**src/rtl/reel_stop_sequencer.sv**
```systemverilog
// reel_stop_sequencer
//
// Game controller for a four-reel random generator bank. A spin request
// (rising edge of spin) charges one credit and starts all reels. A stop
// request (rising edge of stop_req) stops the reels left to right, one every
// GAP_CYCLES. The stop never lands before the reels have spun for MIN_SPIN
// cycles. Each reel's live value is latched as it stops. The final
// combination is then evaluated and any payout is added to a saturating
// credit counter.
//
// Ports:
//   clk        in   clock, rising edge
//   reset      in   asynchronous active-high reset
//   spin       in   debounced spin button level
//   stop_req   in   debounced stop button level
//   reel_val   in   live generator outputs, [3:0]=reel0 ... [15:12]=reel3
//   reel_run   out  per-reel run enable (1 = free-running)
//   result     out  latched stopped values, same packing as reel_val
//   credits    out  current credit balance
//   win_amount out  payout of the last completed spin
//   win_flag   out  last completed spin paid more than zero
//   busy       out  high from spin acceptance until evaluation completes
//   done       out  one-cycle pulse when evaluation completes

module reel_stop_sequencer #(
    parameter int unsigned GAP_CYCLES    = 100,
    parameter int unsigned MIN_SPIN      = 50,
    parameter int unsigned CREDIT_W      = 8,
    parameter int unsigned START_CREDITS = 10,
    parameter int unsigned WIN3_PAY      = 5,
    parameter int unsigned WIN4_PAY      = 20
) (
    input  logic                clk,
    input  logic                reset,
    input  logic                spin,
    input  logic                stop_req,
    input  logic [15:0]         reel_val,
    output logic [3:0]          reel_run,
    output logic [15:0]         result,
    output logic [CREDIT_W-1:0] credits,
    output logic [CREDIT_W-1:0] win_amount,
    output logic                win_flag,
    output logic                busy,
    output logic                done
);

    localparam int unsigned SPIN_W = $clog2(MIN_SPIN + 1);
    localparam int unsigned GAP_W  = $clog2(GAP_CYCLES + 1);

    localparam logic [SPIN_W-1:0]   SPIN_LAST = SPIN_W'(MIN_SPIN - 1);
    localparam logic [SPIN_W-1:0]   SPIN_MAX  = SPIN_W'(MIN_SPIN);
    localparam logic [GAP_W-1:0]    GAP_LAST  = GAP_W'(GAP_CYCLES - 1);
    localparam logic [CREDIT_W-1:0] CRED_INIT = CREDIT_W'(START_CREDITS);
    localparam logic [CREDIT_W-1:0] PAY3      = CREDIT_W'(WIN3_PAY);
    localparam logic [CREDIT_W-1:0] PAY4      = CREDIT_W'(WIN4_PAY);
    localparam logic [CREDIT_W:0]   CRED_SAT  = {1'b0, {CREDIT_W{1'b1}}};

    typedef enum logic [1:0] {StIdle, StSpin, StStopping, StEval} state_e;

    state_e              state_q;
    logic                spin_prev_q;
    logic                stop_prev_q;
    logic                stop_pending_q;
    logic [SPIN_W-1:0]   spin_cnt_q;
    logic [GAP_W-1:0]    gap_cnt_q;
    logic [1:0]          reel_idx_q;

    logic                spin_edge;
    logic                stop_edge;
    logic                spin_due;
    logic [CREDIT_W-1:0] pay;
    logic [CREDIT_W:0]   cred_sum;
    logic [CREDIT_W-1:0] cred_paid;

    assign spin_edge = spin & ~spin_prev_q;
    assign stop_edge = stop_req & ~stop_prev_q;

    // True at the edge where the spin counter reaches MIN_SPIN, and after.
    assign spin_due = (spin_cnt_q >= SPIN_LAST);

    // Payout from the latched combination.
    always_comb begin
        logic [3:0] n0, n1, n2, n3;
        logic e01, e02, e03, e12, e13, e23;
        logic all4, three;
        n0 = result[3:0];
        n1 = result[7:4];
        n2 = result[11:8];
        n3 = result[15:12];
        e01 = (n0 == n1);
        e02 = (n0 == n2);
        e03 = (n0 == n3);
        e12 = (n1 == n2);
        e13 = (n1 == n3);
        e23 = (n2 == n3);
        all4 = e01 & e02 & e03;
        // Exactly one reel differs from the other three.
        three = (e01 & e02 & ~e03) |
                (e01 & e03 & ~e02) |
                (e02 & e03 & ~e01) |
                (e12 & e13 & ~e01);
        pay = '0;
        if (all4) begin
            pay = PAY4;
        end else if (three) begin
            pay = PAY3;
        end
        // e23 is implied by the other terms; keep it referenced for clarity.
        if (all4 && !e23) begin
            pay = '0;
        end
    end

    // One extra bit of headroom, then clamp to the counter's maximum.
    assign cred_sum  = {1'b0, credits} + {1'b0, pay};
    assign cred_paid = (cred_sum > CRED_SAT) ? {CREDIT_W{1'b1}} : cred_sum[CREDIT_W-1:0];

    always_ff @(posedge clk or posedge reset) begin
        if (reset) begin
            state_q        <= StIdle;
            spin_prev_q    <= 1'b0;
            stop_prev_q    <= 1'b0;
            stop_pending_q <= 1'b0;
            spin_cnt_q     <= '0;
            gap_cnt_q      <= '0;
            reel_idx_q     <= 2'd0;
            reel_run       <= 4'h0;
            result         <= 16'h0000;
            credits        <= CRED_INIT;
            win_amount     <= '0;
            win_flag       <= 1'b0;
            busy           <= 1'b0;
            done           <= 1'b0;
        end else begin
            spin_prev_q <= spin;
            stop_prev_q <= stop_req;
            done        <= 1'b0;

            case (state_q)
                StIdle: begin
                    if (spin_edge && (credits != '0)) begin
                        reel_run       <= 4'hF;
                        credits        <= credits - CREDIT_W'(1);
                        busy           <= 1'b1;
                        win_flag       <= 1'b0;
                        win_amount     <= '0;
                        spin_cnt_q     <= '0;
                        stop_pending_q <= 1'b0;
                        state_q        <= StSpin;
                    end
                end

                StSpin: begin
                    if (spin_cnt_q != SPIN_MAX) begin
                        spin_cnt_q <= spin_cnt_q + SPIN_W'(1);
                    end
                    if ((stop_edge || stop_pending_q) && spin_due) begin
                        reel_run[0]    <= 1'b0;
                        result[3:0]    <= reel_val[3:0];
                        gap_cnt_q      <= '0;
                        reel_idx_q     <= 2'd1;
                        stop_pending_q <= 1'b0;
                        state_q        <= StStopping;
                    end else if (stop_edge) begin
                        // Early stop: remember it until the minimum spin time elapses.
                        stop_pending_q <= 1'b1;
                    end
                end

                StStopping: begin
                    if (gap_cnt_q == GAP_LAST) begin
                        reel_run[reel_idx_q]               <= 1'b0;
                        result[{reel_idx_q, 2'b00} +: 4]   <= reel_val[{reel_idx_q, 2'b00} +: 4];
                        gap_cnt_q                          <= '0;
                        reel_idx_q                         <= reel_idx_q + 2'd1;
                        if (reel_idx_q == 2'd3) begin
                            state_q <= StEval;
                        end
                    end else begin
                        gap_cnt_q <= gap_cnt_q + GAP_W'(1);
                    end
                end

                StEval: begin
                    credits    <= cred_paid;
                    win_amount <= pay;
                    win_flag   <= (pay != '0);
                    done       <= 1'b1;
                    busy       <= 1'b0;
                    state_q    <= StIdle;
                end

                default: begin
                    state_q <= StIdle;
                end
            endcase
        end
    end

endmodule

```
**config.mk**
```make
export PLATFORM = sky130hd
export DESIGN_NAME = reel_stop_sequencer
export DESIGN_NICKNAME = d
export VERILOG_FILES = /design/src/rtl/reel_stop_sequencer.sv
export SDC_FILE = /design/constraint.sdc
export NUM_CORES = 1
export LEC_CHECK = 0
export BUFFER_PORTS_ARGS = -buffer_cell sky130_fd_sc_hd__buf_2
export CAP_MARGIN = 40
export CELL_PAD_IN_SITES_DETAIL_PLACEMENT = 1
export CELL_PAD_IN_SITES_GLOBAL_PLACEMENT = 2
export CORE_MARGIN = 3
export CORE_UTILIZATION = 37
export DETAILED_ROUTE_END_ITERATION = 6
export HOLD_SLACK_MARGIN = 0.08
export PLACE_DENSITY = 0.81
export SYNTH_ARGS = -nofsm -noshare
export SYNTH_HDL_FRONTEND = slang
export SYNTH_SLANG_ARGS = --single-unit
```
**constraint.sdc**
```tcl
create_clock -name clk -period 8.6 [get_ports clk]
set_input_delay 0.86 -clock clk [delete_from_list [all_inputs] [get_ports clk]]
set_output_delay 0.86 -clock clk [all_outputs]
set_load 0.05 [all_outputs]
```
# Word level (Yosys, flattened, before mapping)
# Cells that the tools add are included.
[totals] ff_bits=59 latch_bits=0 mem_bits_rw=0 mem_bits_ro=0 word_cells=132 n_memories=0
[classes] n_addsub=6 multipliers=0 div_mod_pow=0 magnitude_cmp=4 n_eq_ne=18 n_shift=3 muxes=41 bitwise_logic=21 reduce_logical=23
[op_table] operator="8-bit 2-to-1 mux" n=4
[op_table] operator="8-bit one-hot mux with 2 select lines" n=2
[op_table] operator="4-bit equality test" n=6
[op_table] operator="16-bit bitwise mux" n=1
[op_table] operator="4-bit 2-to-1 mux" n=4
[op_table] operator="8-bit nonzero test" n=2
[op_table] operator="4-bit by 6-bit variable shift with 16-bit output, first input constant" n=1
[op_table] operator="16-bit by 5-bit variable part select with 4-bit output" n=1
[op_table] operator="4-bit by 6-bit variable part select with 16-bit output" n=1
[op_table] operator="7-bit 2-to-1 mux" n=2
[op_table] operator="7-bit one-hot mux with 2 select lines" n=1
[op_table] operator="2-bit 2-to-1 mux" n=6
[op_table] operator="6-bit 2-to-1 mux" n=2
[op_table] operator="6-bit one-hot mux with 2 select lines" n=1
[op_table] operator="3-bit AND reduction" n=4
[op_table] operator="1-bit bitwise AND" n=11
[op_table] operator="2-bit inequality test, second input constant" n=5
[op_table] operator="8-bit by 8-bit adder with 9-bit output" n=1
[op_table] operator="9-bit by 8-bit greater-than comparator with 1-bit output, second input constant" n=1
[op_table] operator="2-bit one-hot mux with 4 select lines" n=1
[op_table] operator="4-bit one-hot mux with 2 select lines" n=1
[op_table] operator="4-bit AND reduction" n=2
[op_table] operator="2-bit nonzero test" n=4
[op_table] operator="8-bit by 1-bit subtractor with 8-bit output, second input constant" n=1
[op_table] operator="other kinds (30)" n=51

# Longest topological paths before layout
# Gate-level depths: netlist of run 1.
[logic_depth] word_depth=13 mapped_depth=12 ltp_nobuf=12

# Least setup slack after synthesis of run 1
# OpenSTA, ideal clock, no wires.
[synth_path] kind="flip-flop to flip-flop" from="register result[1]" to="register credits[5]" setup_ps=135 arrival_ps=3139 t_required_ps=8465 path_slack_ps=5326 path_stages_with_launch=13 cell_sequence="dfrtp_1 xor2_1 nor4_1 xor2_1 a21oi_1 o21ai_0 ha_1 ha_1 a21o_1 a41o_1 a311o_1 a21oi_1 a221oi_1"
[synth_via] elab_chain_cells=13
[synth_rtl] item="start: declaration" line="39" text="output logic [15:0] result,"
[synth_rtl] item="start signal: assignment" line="159" text="result[3:0] <= reel_val[3:0];"
[synth_rtl] item="start signal: indexed assignment" line="173" text="result[{reel_idx_q, 2'b00} +: 4] <= reel_val[{reel_idx_q, 2'b00} +: 4];"
[synth_rtl] item="4-bit equality test, on equally long branches" line="90, 91, 92"
[synth_rtl] item="1-bit bitwise AND (tied with other cells)" line="96, 98"
[synth_rtl] item="1-bit bitwise AND, on equally long branches" line="98, 99"
[synth_rtl] item="1-bit OR" line="98" text="three = (e01 & e02 & ~e03) |"
[synth_rtl] item="1-bit OR" line="99" text="(e01 & e03 & ~e02) |"
[synth_rtl] item="1-bit OR" line="100" text="(e02 & e03 & ~e01) |"
[synth_rtl] item="3-bit 2-to-1 mux" line="105" text="end else if (three) begin"
[synth_rtl] item="5-bit 2-to-1 mux" line="103" text="if (all4) begin"
[synth_rtl] item="8-bit 2-to-1 mux *" line="109" text="if (all4 && !e23) begin"
[synth_rtl] item="8-bit by 8-bit adder with 9-bit output *" line="115" text="assign cred_sum = {1'b0, credits} + {1'b0, pay};"
[synth_rtl] item="9-bit by 8-bit greater-than comparator with 1-bit output" line="116" text="assign cred_paid = (cred_sum > CRED_SAT) ? {CREDIT_W{1'b1}} : cred_sum[CREDIT_W-1:0];"
[synth_rtl] item="8-bit 2-to-1 mux *" line="116"
[synth_rtl] item="8-bit one-hot mux with 2 select lines *" line="139" text="case (state_q)"
[synth_rtl] item="end signal: assignment" line="143" text="credits <= credits - CREDIT_W'(1);"
[synth_rtl] item="end signal: assignment" line="185" text="credits <= cred_paid;"
[synth_rtl] item="end: declaration" line="40" text="output logic [CREDIT_W-1:0] credits,"
# Every way passes the cells marked *; elsewhere a longest branch is shown, timed or not.
# A chain may end at the register's enable or synchronous reset.

# Worst setup path in the final report of run 1
[layout_path] from="register result[1]" to="register credits[3]"
# Same word-level chain as after synthesis.

==> impl_metrics.ini, run 1 <==
[status]
outcome = complete, no violations

[setup_path]
r2r_end = credits[3]
crit_slowest_cell = nor4_1
cp_slowest_stage_delay_ns = 0.57
cp_top_family = compound AO/OA/AOI/OAI gates
cp_max_fo = 7
crit_path_start_kind = flop
rr_worst_depth = 12
critPathCaptureType = flop
worstPathArrival_ns = 3.70
path_buf_inv = 0
required_ns = 8.82
path_class = flop to flop
rrSetupSlack_ns = 5.12
worstPathCellList = xor2_1, nor4_1, xor2_1, a21oi_1, o21ai_0, ha_1, ha_1, a211oi_1, o41ai_2, or2_2, a21oi_1, a311oi_1
crit-reg2reg-launch = result[1]

[logic_synthesis]
syn_inst = 383
yosys-top-cells-area = dfrtp_1, ha_1, nand2_1
synth_top_cell_area_share = 0.364
ys_types = 65
netlist_top_cells_count = nand2_1, dfrtp_1, o21ai_0
ys_seq_area_frac = 0.379
synthArstFlopShare = 1.00
syn_area_um2 = 3510
yosysTopAreaCell = dfrtp_1
ys.flop_type = dfrtp_1
synth_edf_count = 0
yosysMostFrequentCell = nand2_1
ys_warn_count = 0
syn_avg_cell_area_um2 = 9.15
ys_ff_latch = 53

[timing]
final.setup_skew_ns = 0.00762
fin_crit_ns = 3.48
worstMarginPinSlew_ns = 0.823
fmax_mhz = 287
slew_viol_final = 0
finalHoldViolations = 0
setup_violations = 0
finalSetupTns_ns = 0
rsz0062_at_grt = false
max_slew_margin = 0.449
period_share = 0.405

[global_routing]
antenna_found_initial = 0
grt_first_pass_wirelength_mm = 15.4
grt_start_max_net_pins = 54
grtUsageTotal = 0.179
overflow = 0
grt_pass1_vias = 3023

[cts]
cts_tree = yes
clk_latency_ns = 0.30
cts_sinks = 53
cts-root-buf = clkbuf_8
postCtsSetupRepairBufs = 0
cts.reportedPaths.clkPinSlew_ns = 0.10
cts_buffers = 5
holdBufCountCts = 0
cts_resized = 0
clock_path_buffers = 2
htree_levels = 2

[power_and_ir_drop]
finalPower_uw = 1200
p_comb_frac = 0.556
p_int_uw = 588
leakagePower_uw = 0.00172
netSwitchingPower_uw = 615
pwr-share-clk = 0.122
irDropWorstVdd_uv = 98.5
swShare = 0.511
power.sequential.fraction = 0.322
pwr_density_cell_nw_per_um2 = 305

[placed_design]
hpwl_mm = 7.03
gp_congestion = 0.848
place_area_um2 = 3850
dp.cells = 549
io_buffers = 53

[finish]
fin_area_um2 = 3940
fillers = 1071
syn_to_final_growth_pct = 12.3
drive_gt1_frac = 0.188
multiInputGateArea_um2 = 2010
final_net_count = 473
seqCellArea_um2 = 1330
n_antenna_cell = 0
final_cells = 556

[routing]
via_per_inst = 5.44
first_pass_iters = 4
drt-initial-drc-count = 105
wire_per_inst_um = 16.6
drt_wl_total_mm = 9.21
via_count = 3027
ant_nets = 0
drc = 0

[min_path]
worstHoldPathType = flop to flop
holdPathEnd = win_amount[4]
min_path_cells = 2
hp-start = win_amount[4]

[floorplan]
coreArea_um2 = 8980
ioPinCount = 59
die_y_um = 103
dieWidth_um = 103
rows = 34
dieArea_um2 = 10700
initial_utilization = 0.391

[flow_run]
cap_violations = 0
-- layout by cell type (no fill, tap or decap), drive strengths merged, types with 5 or more instances in the layout --
cell	instances
nor3	14
buf	54
a22o	9
ha	23
o21ai	37
mux2	5
nor4	6
conb	5
nor2	19
nand2	58
and3	6
a31oi	5
nand3	12
a21oi	11
or2	5
xor2	10
clkbuf	7
xnor2	5
inv	20
dfrtp	51
-- per-layer routing --
layer  wire [µm]  track usage  vias to the layer above
met5           0            0                        -
met4          31       0.0279                        0
met3         222       0.0241                        2
met2        4480        0.297                       39
met1        4480        0.254                     1522
li1            -            -                     1464
-- power groups by stage --
stage / clock [µW] / sequential [µW] / combinational, µW
global route: 166 / 397 / 748
CTS: 153 / 387 / 674
global placement: 0 / 388 / 662
floorplan: 0 / 498 / 410
finish: 147 / 387 / 669
detailed placement: 0 / 392 / 673
-- kinds of logic (layout without fill, tap and decap cells) --
family                   Yosys count  count (layout)  share of synthesized area
AO/OA/AOI/OAI                     98              98                      0.197
XOR/XNOR                          15              15                     0.0375
adder cells (fa/ha/maj)           23              23                     0.0821
buffers and inverters             39              82                     0.0510
flip-flops                        53              53                      0.379
multiplexers                      12              12                     0.0503
other                              1               5                    0.00107
AND/OR/NAND/NOR                  142             142                      0.202
-- worst reg2reg max path: cells and delay by family, from the launching register on --
kind	cells	cell delay, ns
flops	1	0.46
xor+xnor	2	0.33
simple gates	2	0.92
compound gates	6	1.25
fa+ha+maj	2	0.46
-- stage by stage --
| stage | worst slack [ns] | hold WS, ns | utilization |
|---|---|---|---|
| after floorplan | 5.33 | 0.466 | - |
| after global placement | 5.33 | 0.472 | 0.429 |
| after detailed placement | 5.16 | 0.481 | 0.429 |
| after CTS | 5.14 | 0.505 | 0.439 |
| after global routing | 4.74 | 0.528 | 0.439 |
| final | 5.12 | 0.494 | 0.439 |
-- worst max-delay path by stage --
stage | start | endpoint | cells past startpoint
floorplan | result[1] | credits[5] | 12
global placement | result[4] | credits[3] | 12
detailed placement | result[1] | credits[3] | 12
CTS | result[1] | credits[3] | 12
global route | result[1] | credits[3] | 11
finish | result[1] | credits[3] | 12
-- layout make-up --
class / instances / share of cell area
inverters: 21 / 0.0200
well taps: 126 / 0.0400
clock buffers: 7 / 0.0219
multi-input cells: 295 / 0.511
flip-flops and latches: 53 / 0.337
repair buffers: 54 / 0.0693
-- flip-flops by register name (all words and copies together) (netlist names), 2 cells and up --
name	flops
reel_run	4
spin_cnt_q	6
state_q	2
gap_cnt_q	7
reel_idx_q	2
credits	8
win_amount	3
result	16
No activity file was read; power rests on OpenSTA's default activity.
==> run 2, diff against run 1 <==
--- a/config.mk
+++ b/config.mk
@@ -10,10 +10,10 @@
 export CELL_PAD_IN_SITES_DETAIL_PLACEMENT = 1
 export CELL_PAD_IN_SITES_GLOBAL_PLACEMENT = 2
 export CORE_MARGIN = 3
-export CORE_UTILIZATION = 37
+export CORE_UTILIZATION = 35
 export DETAILED_ROUTE_END_ITERATION = 6
 export HOLD_SLACK_MARGIN = 0.08
-export PLACE_DENSITY = 0.81
+export PLACE_DENSITY = 0.77
 export SYNTH_ARGS = -nofsm -noshare
 export SYNTH_HDL_FRONTEND = slang
 export SYNTH_SLANG_ARGS = --single-unit
==> constraint.sdc (replaced) <==
create_clock -name clk -period 3.5 [get_ports clk]
set_input_delay 0.35 -clock clk [delete_from_list [all_inputs] [get_ports clk]]
set_output_delay 0.35 -clock clk [all_outputs]
set_load 0.05 [all_outputs]
==> run 2 against run 1 <==
Die area grew 5.4%. Sequential power increased by 140%. Critical path depth rose by 1. Clock-buffer cell count unchanged. Design area grew 2.0%. Critical path type unchanged. Combinational power increased to 2.5 times the previous value.
==> impl_metrics.ini, run 2 (same netlist as run 1, synthesis figures left out) <==
[status]
outcome = complete, no violations

[flow_run]
cap_violations = 0

[timing]
finalHoldViolations = 0
fin_crit_ns = 3.22
worstMarginPinSlew_ns = 0.822
fmax_mhz = 311
setup_violations = 0
finalSetupTns_ns = 0
rsz0062_at_grt = false
slew_viol_final = 0
period_share = 0.920
final.setup_skew_ns = 0.00905
max_slew_margin = 0.450

[setup_path]
critPathCaptureType = flop
required_ns = 3.69
rr_worst_depth = 13
crit-reg2reg-launch = result[0]
path_buf_inv = 1
path_class = flop to flop
crit_slowest_cell = dfrtp_1
cp_top_family = compound AO/OA/AOI/OAI gates
worstPathCellList = xor2_1, nor4_1, buf_4, xor2_1, a21oi_1, o21ai_0, ha_1, ha_1, a21o_1, a41o_1, a311o_1, a21oi_1, a221oi_1
cp_max_fo = 5
crit_path_start_kind = flop
rrSetupSlack_ns = 0.28
cp_slowest_stage_delay_ns = 0.46
worstPathArrival_ns = 3.41
r2r_end = credits[5]

[floorplan]
ioPinCount = 59
rows = 35
dieArea_um2 = 11300
initial_utilization = 0.369
coreArea_um2 = 9500
dieWidth_um = 106
die_y_um = 106

[finish]
syn_to_final_growth_pct = 14.6
mostFrequentLayoutCell = nand2_1
final_net_count = 481
largest_register_ff_count = 16
largest-register = result
top_regs = result: 16 flops, credits: 8 flops, gap_cnt_q: 7 flops
fillers = 1146
n_antenna_cell = 0
final_cell_mix = nand2_1, buf_2, dfrtp_1
drive_gt1_frac = 0.203

[global_routing]
overflow = 0
grt_first_pass_wirelength_mm = 16.0
antenna_found_initial = 0
grt_pass1_vias = 3145
grtUsageTotal = 0.175
grt_start_max_net_pins = 32

[power_and_ir_drop]
irDropWorstVdd_uv = 301
finalPower_uw = 3010
leakagePower_uw = 0.00176
pwr_density_cell_nw_per_um2 = 750

[min_path]
worstHoldPathType = input pin to flop
hp-start = stop_req
holdPathEnd = stop_prev_q
min_path_cells = 1

[cts]
clk_latency_ns = 0.31
cts_sinks = 53
clock_path_buffers = 2
cts_tree = yes
cts.reportedPaths.clkPinSlew_ns = 0.10
postCtsSetupRepairBufs = 0
cts-root-buf = clkbuf_8
htree_levels = 2
cts_buffers = 5

[routing]
drc = 0
ant_nets = 0
via_count = 3039
via_per_inst = 5.35
wire_per_inst_um = 16.9
drt_wl_total_mm = 9.59
drt-initial-drc-count = 89
first_pass_iters = 4

[placed_design]
gp_congestion = 0.831
hpwl_mm = 7.30
io_buffers = 53
[run 2: power by group]
group / internal [µW] / switching, µW / total, µW
Clock: 143 / 220 / 362
Combinational: 565 / 1140 / 1700
Sequential: 753 / 194 / 947
[run 2: how the worst max path moves through the flow]
stage	start	depth (start not counted)	to
floorplan	result[1]	12	credits[5]
global placement	result[0]	13	credits[3]
detailed placement	result[0]	13	credits[3]
CTS	result[0]	13	credits[3]
global route	result[0]	13	credits[5]
finish	result[0]	13	credits[5]
[run 2: repair_timing]
item / 4_1_cts / 5_1_grt
endpoints found under the setup margin: 0 / 2
endpoints found under the hold margin: 20 / 0
resized for setup: 0 / 2
hold buffers: 1 / 0
[run 2: layout make-up]
cell class | instances | area [µm²] | share of cell area
flip-flops and latches | 53 | 1330 | 0.331
repair buffers | 62 | 335 | 0.0835
multi-input cells | 295 | 2030 | 0.505
clock inverters | 1 | 7.51 | 0.00187
clock buffers | 7 | 76.3 | 0.0190
inverters | 21 | 78.8 | 0.0196
well taps | 129 | 161 | 0.0402
[run 2: stage by stage]
| step | std cells | util | setup slack (ns) | area (µm²) | hold WS (ns) |
|---|---|---|---|---|---|
| floorplan | 387 | - | 0.226 | 3520 | 0.381 |
| global placement | 559 | 0.411 | 0.442 | 3910 | 0.416 |
| finish | 568 | 0.423 | 0.279 | 4020 | 0.144 |
| global route | 568 | 0.423 | 0.0346 | 4020 | 0.143 |
| CTS | 568 | 0.421 | 0.186 | 4000 | 0.135 |
| detailed placement | 559 | 0.411 | 0.236 | 3910 | 0.419 |
[run 2: per-layer routing]
layer | wire (µm) | track usage | vias up
li1 | - | - | 1482
met1 | 4580 | 0.234 | 1507
met2 | 4650 | 0.298 | 44
met3 | 274 | 0.0249 | 6
met4 | 92 | 0.0426 | 0
met5 | 0 | 0 | -
==> run 3, diff against run 2 <==
--- a/config.mk
+++ b/config.mk
@@ -10,10 +10,10 @@
 export CELL_PAD_IN_SITES_DETAIL_PLACEMENT = 1
 export CELL_PAD_IN_SITES_GLOBAL_PLACEMENT = 2
 export CORE_MARGIN = 3
-export CORE_UTILIZATION = 35
+export CORE_UTILIZATION = 37
 export DETAILED_ROUTE_END_ITERATION = 6
 export HOLD_SLACK_MARGIN = 0.08
-export PLACE_DENSITY = 0.77
+export PLACE_DENSITY = 0.81
 export SYNTH_ARGS = -nofsm -noshare
 export SYNTH_HDL_FRONTEND = slang
 export SYNTH_SLANG_ARGS = --single-unit
==> constraint.sdc (replaced) <==
create_clock -name clk -period 3.79 [get_ports clk]
set_input_delay 0.379 -clock clk [delete_from_list [all_inputs] [get_ports clk]]
set_output_delay 0.379 -clock clk [all_outputs]
set_load 0.05 [all_outputs]
==> run 3 against run 2 <==
Flip-flop and latch count unchanged. Clock power is 15% higher. Setup slack gained 0.065 ns. First-iteration DRC count shrank 2.2%. Worst hold slack improved by 0.043 ns. Non-clock buffer count fell by 2. Sequential power is 6.8% lower. Clock-buffer cell count is 1 lower. Die area shrank 5.1%.
==> impl_metrics.ini, run 3 (same netlist as run 1, synthesis figures left out) <==
[setup_path]
path_buf_inv = 0
cp_slowest_stage_delay_ns = 0.69
rr_worst_depth = 11
path_depth = 11
worstPathCellList = xor2_1, nor4_1, xor2_1, a21oi_1, nand2_1, ha_1, a211oi_1, o41ai_2, or2_2, a21oi_1, a311oi_1
crit-reg2reg-launch = result[0]
crit_slowest_cell = o41ai_2
r2r_end = credits[3]
rrSetupSlack_ns = 0.34
required_ns = 4.02
worstPathArrival_ns = 3.67
path_class = flop to flop
cp_top_family = compound AO/OA/AOI/OAI gates
crit_path_start_kind = flop
cp_max_fo = 7
critPathCaptureType = flop

[cts]
clk_latency_ns = 0.32
cts_sinks = 53
cts_buffers = 5
cts-root-buf = clkbuf_8
clock_path_buffers = 2
cts_tree = yes
cts.reportedPaths.clkPinSlew_ns = 0.11
htree_levels = 2

[finish]
largest_register_ff_count = 16
syn_to_final_growth_pct = 15.2
final_net_count = 479
final_cells = 563
fillers = 1066
multiInputGateArea_um2 = 2020
final_util = 0.450
fin_area_um2 = 4040
drive_gt1_frac = 0.204
largest-register = result
top_regs = result: 16 flops, credits: 8 flops, gap_cnt_q: 7 flops
mostFrequentLayoutCell = nand2_1
n_antenna_cell = 0
final_cell_mix = nand2_1, buf_2, dfrtp_1
seqCellArea_um2 = 1330

[timing]
period_share = 0.909
slew_viol_final = 0
max_slew_margin = 0.452
rsz0062_at_grt = false
worstMarginPinSlew_ns = 0.819
fin_crit_ns = 3.45
finalSetupTns_ns = 0
finalHoldViolations = 0
setup_violations = 0
fmax_mhz = 290
setup_ws_ns = 0.344
final.setup_skew_ns = 0.0125

[min_path]
holdPathEnd = stop_prev_q
min_path_cells = 1
hp-start = stop_req
worstHoldPathType = input pin to flop

[placed_design]
place_area_um2 = 3900
dp_slack_ns = 0.261
hpwl_mm = 7.26
gp_congestion = 0.810
dp.cells = 554
io_buffers = 53

[power_and_ir_drop]
leakagePower_uw = 0.00177
irDropWorstVdd_uv = 273
pwr_density_cell_nw_per_um2 = 706

[floorplan]
die_y_um = 103
ioPinCount = 59
coreArea_um2 = 8980
dieArea_um2 = 10700
dieWidth_um = 103
rows = 34
initial_utilization = 0.391

[routing]
drt-initial-drc-count = 87
via_per_inst = 5.38
ant_nets = 0
wire_per_inst_um = 17.1
first_pass_iters = 4
drc = 0
drt_wl_total_mm = 9.60
via_count = 3030

[global_routing]
antenna_found_initial = 0
grt_first_pass_wirelength_mm = 15.9
overflow = 0
grt_start_max_net_pins = 35
grt_pass1_vias = 3109
grtUsageTotal = 0.189

[status]
outcome = complete, no violations

[flow_run]
cap_violations = 0
-- run 3: power by group --
| group | switching, µW | internal, µW |
|---|---|---|
| sequential | 188 | 696 |
| clock | 203 | 215 |
| combinational | 1040 | 512 |
| total | 1430 | 1420 |
-- run 3: worst max-delay path by stage --
stage	start	to	slack [ns]
global placement	result[1]	credits[3]	0.47
floorplan	result[1]	credits[5]	0.52
CTS	result[0]	credits[3]	0.21
detailed placement	result[0]	credits[3]	0.26
global route	result[0]	credits[3]	0.02
finish	result[0]	credits[3]	0.34
-- run 3: stage by stage --
| step | hold WS, ns | power, µW |
|---|---|---|
| after global placement | 0.479 | 2410 |
| after global routing | 0.171 | 3090 |
| final | 0.187 | 2850 |
| after detailed placement | 0.305 | 2450 |
| after CTS | 0.173 | 2880 |
| after floorplan | 0.410 | 2060 |
-- run 3: cell type report --
| class | count | area share |
|---|---|---|
| clock buffers | 6 | 0.0205 |
| clock inverters | 2 | 0.00930 |
| inverters | 21 | 0.0195 |
| multi-input cells | 295 | 0.500 |
| flip-flops and latches | 53 | 0.329 |
| well taps | 126 | 0.0390 |
| repair buffers | 60 | 0.0824 |
-- run 3: repair_timing --
item                                    in CTS  in global routing
hold endpoints to repair                     7                  0
setup buffers                                0                  0
resized for setup                            0                  1
endpoints found under the setup margin       0                  2
hold buffers                                 1                  0
-- run 3: worst register-to-register path, cell delays in order, from the launching register on --
cell and delay, ns:
dfrtp_1 0.48, xor2_1 0.19, nor4_1 0.50, xor2_1 0.13
a21oi_1 0.29, nand2_1 0.09, ha_1 0.36, a211oi_1 0.12
o41ai_2 0.69, or2_2 0.23, a21oi_1 0.07, a311oi_1 0.23
-- run 3: routing by layer --
metal | part of all wire | up-vias | track usage
met4 | 0.0095 | 0 | 0.0498
met5 | 0 | - | 0
li1 | - | 1480 | -
met2 | 0.49 | 37 | 0.314
met3 | 0.020 | 7 | 0.0235
met1 | 0.48 | 1506 | 0.261
